$ cat config.mk
export PLATFORM = sky130hd
export DESIGN_NAME = stepcmd_queue
export DESIGN_NICKNAME = d
export VERILOG_FILES = /design/src/rtl/stepcmd_queue.sv
export SDC_FILE = /design/constraint.sdc
export NUM_CORES = 1
export LEC_CHECK = 0
export CORE_ASPECT_RATIO = 1.4
export CORE_UTILIZATION = 25
export DETAILED_ROUTE_END_ITERATION = 8
export PLACE_DENSITY = 0.5
export SYNTH_ARGS = -nofsm -noshare
export SYNTH_HDL_FRONTEND = slang
export SYNTH_SLANG_ARGS = --single-unit
export TNS_END_PERCENT = 30
$ cat constraint.sdc
create_clock -name clk -period 8.2 [get_ports clk]
set_clock_uncertainty 0.1 [all_clocks]
set_input_delay 1.23 -clock clk [delete_from_list [all_inputs] [get_ports clk]]
set_output_delay 1.23 -clock clk [all_outputs]
set_load 0.02 [all_outputs]
$ cat src/rtl/stepcmd_queue.sv
// stepcmd_queue: wishbone-staged step-command FIFO feeding the scheduler.
// Commands are {dir, interval, count, add}; head falls through to mq_data.
module stepcmd_queue #(
  parameter int DEPTH = 4,
  parameter int AW    = 2
) (
  input  logic        clk,
  input  logic        rst_n,
  output logic [64:0] mq_data,
  output logic        mq_avail,
  input  logic        mq_pull,
  input  logic        wb_stb_i,
  input  logic        wb_cyc_i,
  input  logic        wb_we_i,
  input  logic [3:0]  wb_adr_i,
  input  logic [31:0] wb_dat_i,
  output logic [31:0] wb_dat_o,
  output logic        wb_ack_o
);

  localparam int LW = AW + 1;
  localparam logic [LW-1:0] FULL_LVL = LW'(DEPTH);

  typedef logic [64:0] cmd_t;

  logic          wr;
  logic          rd;
  logic          do_flush;
  logic          do_push;
  logic          do_clr;
  logic          pull_ok;
  logic          push_ok;
  logic          full;
  logic          empty;
  logic [4:0]    lvl5;
  cmd_t          push_cmd;

  logic [AW-1:0] wptr_q, wptr_d;
  logic [AW-1:0] rptr_q, rptr_d;
  logic [LW-1:0] lvl_q, lvl_d;
  logic          ovf_q, ovf_d;
  logic [15:0]   pcnt_q, pcnt_d;
  logic [31:0]   st_int_q, st_int_d;
  logic [15:0]   st_cnt_q, st_cnt_d;
  logic [15:0]   st_add_q, st_add_d;
  cmd_t          mem_q [DEPTH];

  assign wr       = wb_cyc_i & wb_stb_i & wb_we_i;
  assign rd       = wb_cyc_i & wb_stb_i & ~wb_we_i;
  assign do_flush = wr && (wb_adr_i == 4'd0);
  assign do_push  = wr && (wb_adr_i == 4'd3);
  assign do_clr   = wr && (wb_adr_i == 4'd4);

  assign full  = (lvl_q == FULL_LVL);
  assign empty = (lvl_q == '0);
  assign lvl5  = 5'(lvl_q);

  // Flush wins over a same-cycle pull, matching the scheduler.
  assign pull_ok = mq_pull & ~empty & ~do_flush;
  // A pull frees a slot in the same cycle, so full+pull still accepts.
  assign push_ok = do_push & (~full | pull_ok);

  assign push_cmd = {wb_dat_i[0], st_int_q, st_cnt_q, st_add_q};

  assign mq_avail = ~empty;
  assign mq_data  = empty ? '0 : mem_q[rptr_q];
  assign wb_ack_o = 1'b1;

  // Next-state for pointers, level, flags, counter and staging.
  always_comb begin
    wptr_d   = wptr_q;
    rptr_d   = rptr_q;
    lvl_d    = lvl_q;
    ovf_d    = ovf_q;
    pcnt_d   = pcnt_q;
    st_int_d = st_int_q;
    st_cnt_d = st_cnt_q;
    st_add_d = st_add_q;
    if (do_flush) begin
      rptr_d = wptr_q;
      lvl_d  = '0;
    end else begin
      if (push_ok) begin
        wptr_d = wptr_q + 1'b1;
        pcnt_d = pcnt_q + 16'd1;
      end
      if (pull_ok) begin
        rptr_d = rptr_q + 1'b1;
      end
      unique case ({push_ok, pull_ok})
        2'b10:   lvl_d = lvl_q + 1'b1;
        2'b01:   lvl_d = lvl_q - 1'b1;
        default: lvl_d = lvl_q;
      endcase
    end
    if (do_push && !push_ok) begin
      ovf_d = 1'b1;
    end
    if (do_clr) begin
      ovf_d = 1'b0;
    end
    if (wr && wb_adr_i == 4'd1) begin
      st_int_d = wb_dat_i;
    end
    if (wr && wb_adr_i == 4'd2) begin
      st_cnt_d = wb_dat_i[31:16];
      st_add_d = wb_dat_i[15:0];
    end
  end

  // Control and staging registers.
  always_ff @(posedge clk or negedge rst_n) begin
    if (!rst_n) begin
      wptr_q   <= '0;
      rptr_q   <= '0;
      lvl_q    <= '0;
      ovf_q    <= 1'b0;
      pcnt_q   <= '0;
      st_int_q <= '0;
      st_cnt_q <= '0;
      st_add_q <= '0;
    end else begin
      wptr_q   <= wptr_d;
      rptr_q   <= rptr_d;
      lvl_q    <= lvl_d;
      ovf_q    <= ovf_d;
      pcnt_q   <= pcnt_d;
      st_int_q <= st_int_d;
      st_cnt_q <= st_cnt_d;
      st_add_q <= st_add_d;
    end
  end

  // Entry storage; written only by an accepted push.
  always_ff @(posedge clk or negedge rst_n) begin
    if (!rst_n) begin
      for (int i = 0; i < DEPTH; i++) begin
        mem_q[i] <= '0;
      end
    end else if (push_ok) begin
      mem_q[wptr_q] <= push_cmd;
    end
  end

  // Side-effect-free register read mux.
  always_comb begin
    wb_dat_o = '0;
    if (rd) begin
      case (wb_adr_i)
        4'd1:    wb_dat_o = st_int_q;
        4'd2:    wb_dat_o = {st_cnt_q, st_add_q};
        4'd4:    wb_dat_o = {15'b0, ovf_q, 6'b0, empty, full,
                             3'b0, lvl5};
        4'd5:    wb_dat_o = {16'b0, pcnt_q};
        default: wb_dat_o = '0;
      endcase
    end
  end

endmodule

; Word level (Yosys, flattened, before mapping)
; Cells that the tools add are included.
[totals]
ff_bits = 348
inputBits = 42
output_inout_bits = 99
wordCells = 70
[op_classes]
addsub = 5
magnitude_cmp = 3
eq_ne = 8
mux = 15
bitwise_logic = 13
n_reduce_logical = 14
[op_table]
columns = operator, count
row1 = 260-bit bitwise mux, 1
row2 = 65-bit two-way mux, 4
row3 = 65-bit binary-select mux with 2-bit select, 1
row4 = 65-bit demux with 2-bit select, 1
row5 = 32-bit one-hot mux with 4 select lines, 1
row6 = 32-bit two-way mux, 1
row7 = "16-bit by 1-bit adder with 16-bit output, second input constant", 1
row8 = "4-bit by 2-bit equality test with 1-bit output, second input constant", 2
row9 = "4-bit by 3-bit equality test with 1-bit output, second input constant", 2
row10 = 1-bit logical AND, 7
row11 = 1-bit AND, 6
row12 = "3-bit greater-or-equal comparator, second input constant", 2
row13 = 2-bit NOT with 3-bit output, 2
row14 = 3-bit one-hot mux with 2 select lines, 1
row15 = "2-bit by 1-bit adder with 2-bit output, second input constant", 2
row16 = "4-bit by 1-bit equality test with 1-bit output, second input constant", 1
row17 = 4-bit logical NOT, 1
row18 = 2-bit two-way mux, 2
row19 = 1-bit NOT, 4
row20 = 2-bit nonzero test, 2
row21 = "3-bit by 1-bit adder with 3-bit output, second input constant", 1
row22 = "3-bit equality test, second input constant", 1
row23 = 3-bit logical NOT, 1
row24 = "3-bit by 1-bit < comparator with 1-bit output, second input constant", 1
row25 = other kinds (9), 10

; Depth between registers and ports, before layout
[logic_depth]
word_depth = 11
mapped_depth = 11
depth_no_buf = 8

; Worst setup path before layout
; Ideal clock, no wire load.
[synth_timing]
path_kind = input-to-output
startpoint = input port wb_adr_i[3]
endpoint = output port wb_dat_o[8]
arrival_time_ps = 2572
required_ps = 6870
path_slack_ps = 4298
stages = 5
path_buffers = 2
path_cell_list = buf_2 nor4b_2 clkbuf_1 nand2_1 a31oi_1
[synth_between]
elab_chain_len = 3
elab_cells_between_ends = 6
cone_classes = eq/ne (4) / mux (2)
[synth_lines]
columns = item, line
row1 = start: declaration, 15  ; input logic [3:0] wb_adr_i,
row2 = "4-bit by 3-bit equality test with 1-bit output, or another cell as far along", 149  ; case (wb_adr_i)
row3 = 32-bit one-hot mux with 4 select lines (*), 149
row4 = 32-bit two-way mux (*), 148  ; if (rd) begin
row5 = end: declaration, 17  ; output logic [31:0] wb_dat_o,
; Every way passes the cells marked *; elsewhere a longest branch is shown, timed or not.

; Worst setup path in the final report
[layout_timing]
startpoint = input port wb_adr_i[1]
endpoint = output port wb_dat_o[9]
; The elaborated chain is that of the path after synthesis.

==> results.ini <==
[timing]
setup_violations = 0
timing.final.ws_setup_ps = 3109
slew_headroom = 0.3039
period_needed_ps = 5091
tightest_slew_ps = 1044
finalHoldViolCount = 0
min_period_over_period = 0.6208
rsz0062_at_grt = no
tns_ps = 0
whs_ps = 384.1
fmax_ghz = 0.1964
slew_viol_final = 0

[logic_synthesis]
ys_async_sr_fraction = 1.000
seq_area_frac_synth = 0.5480
syn_avg_cell_area_um2 = 15.09
yosys.area.top_type = dfrtp_1
muxShareOfSynthArea = 0.3224
synth_common_cells = dfrtp_1 (348), mux2_1 (203), mux2_2 (122), and2_1 (66), mux4_2 (65)
synth_area_leaders = dfrtp_1 (55%), mux2_1 (14%), mux4_2 (9.2%)
synth.distinct_cells = 43
synth-xor-area-share = 0.01157
synth_fp_nets = 1101
ys_ff_latch = 348
synth.top_cell.area_share = 0.5480
synth_compound_area_frac = 0.02472
synth_fa_ha_area_frac = 0.005197
yosys.area_share.simple = 0.05787
synth_edf_count = 0
synth_top_family_by_area = multiplexers
yosys_warnings = 0
synth.cell_area_um2 = 15890
synthFlopType = dfrtp_1
synth_cells = 1053
synth.most_common_cell = dfrtp_1

[power]
leakage_nw = 8.988
p_seq_frac = 0.461
power.internal_mw = 3.116
swShare = 0.2873
power.net_switching_mw = 1.256
power_frac_comb = 0.141
clockPowerShare = 0.399
powerDensity_nw_per_um2 = 225.9
irDropWorstVdd_uv = 119.0
p_total_mw = 4.372

[setup_path]
crit_slowest_cell = clkdlybuf4s50_1
crit_chain = clkdlybuf4s50_1, nand2b_1, nor3_2, buf_4, a222oi_1, a21oi_1, clkdlybuf4s50_1
path_delay_family = buffers and inverters
endpoint_kind = output pin
cpPeakStageDelay_ps = 650
crit_path_start_kind = input port
criticalPathCategory = input port to output pin
crit_fanout = 32
path_common_cell = clkdlybuf4s50_1
cp.required_ps = 6870
critPathArrivalTime_ps = 3760
crit_buf_inv = 3

[detailed_routing]
postRouteAntennaNets = 0
dr.pass1.iters = 8
vias = 9367
initialDrtViolationCount = 513
wl_per_cell_um = 21.43
viasPerCell = 4.594
drc = 0
wirelength_mm = 43.69

[global_route]
antenna_found_initial = 2
grt.total_usage = 0.1389
grt-ovfl-total = 0
grt_pass1_wl_mm = 67.52
grt_max_degree = 154
first_global_vias = 10377

[place]
placed_cell_area_um2 = 18080
io_buffers = 139
dp_hpwl_mm = 26.99
gp_congestion = 0.7304
dp.cells = 1969
dpl_worst_slack_ps = 3008

[clock_network]
cts_setup_buffers = 0
ctsHoldBuffers = 0
post_cts_resized = 0
clk_latency_ps = 570
cts_sinks = 348
cts_max_level = 2
tritoncts = done
cts_buffer_depth = 3
cts_made_buffers = 39
path_clk_slew_ps = 50
root_buffer = clkbuf_16

[cells_and_area]
final_area_um2 = 19350
nets = 1226
fin_cells = 2039
drive_above_1_share = 0.2345
final_util = 0.3072
areaGrowthSynthToFinish_pct = 21.80
diodes = 0

[floorplanning]
ios = 141
chipWidth_um = 215.1
die_height_um = 300.3
rows = 109
dieArea_um2 = 64590
core_area_um2 = 63010
start_util = 0.2522

[flow_run]
cap_violations = 0

[hold_path]
hp-class = register to register

[run_status]
status = completed

cell families after synthesis:
logic type | after synthesis
mux | 390
simple gates | 159
buf+inv | 78
xor+xnor | 21
compound gates | 50
other cells | 1
fa+ha+maj | 6
flops | 348
power groups by stage:
stage                     clock (mW)  sequential (mW)  combinational, mW
after detailed placement           0             2.05              0.637
after global routing            1.87             2.04              0.676
after floorplan                    0             1.90              0.475
after global placement             0             2.05              0.631
final                           1.74             2.01              0.615
after CTS                       1.80             2.02              0.639
worst paths after layout:
kind	start	to	slack, ps	cells past startpoint
max	wb_adr_i[1]	wb_dat_o[9]	3110	7
min	mem_q[80]	mem_q[80]	380	1
max reg2reg	lvl_q[2]	mem_q[237]	4970	5
min reg2reg	mem_q[80]	mem_q[80]	380	1
max in group asynchronous	rst_n	rptr_q[1]	5620	2
min in group asynchronous	rst_n	mem_q[240]	680	1
state kept, by name (all words and copies together), names as in the netlist:
signal,cells
ovf_q,1
lvl_q,3
wptr_q,2
rptr_q,2
mem_q,260
pcnt_q,16
st_add_q,16
st_cnt_q,16
st_int_q,32
cells in the final DEF (no fill, tap or decap), types with 3 or more instances in the layout:
master             n
clkbuf_8          10
nand2b_1           3
nand4_1            6
mux2_1           203
ha_1               5
mux2_2           122
xnor2_1           19
inv_1              4
nand2_1           11
clkinv_2           6
a222oi_1          16
clkbuf_1           9
clkbuf_16         40
nor3_1             3
a22oi_1           16
nand3_1           11
o21ai_0            3
a31oi_1            3
dfrtp_1          346
and3_1             5
nand2_4            4
a21oi_1            6
nor2_1            34
buf_4             17
and2_1            66
mux4_2            65
clkdlybuf4s50_1  138
layer usage:
metal  up-vias  track usage  wire [µm]
met5         -            0         25
met4         4      0.04120       1020
met3        60      0.02610       1811
met2       196       0.2413      22140
met1      4985       0.1747      18700
li1       4122            -          -
final cells by class:
class / count / area [µm²]
clock inverters: 11 / 101.3
repair buffers: 157 / 1544
multi-input cells: 627 / 6760
flip-flops and latches: 348 / 8716
inverters: 5 / 18.77
clock buffers: 59 / 1172
well taps: 832 / 1041
fillers: 6315 / 43650
(Power assumes the default switching activity.)
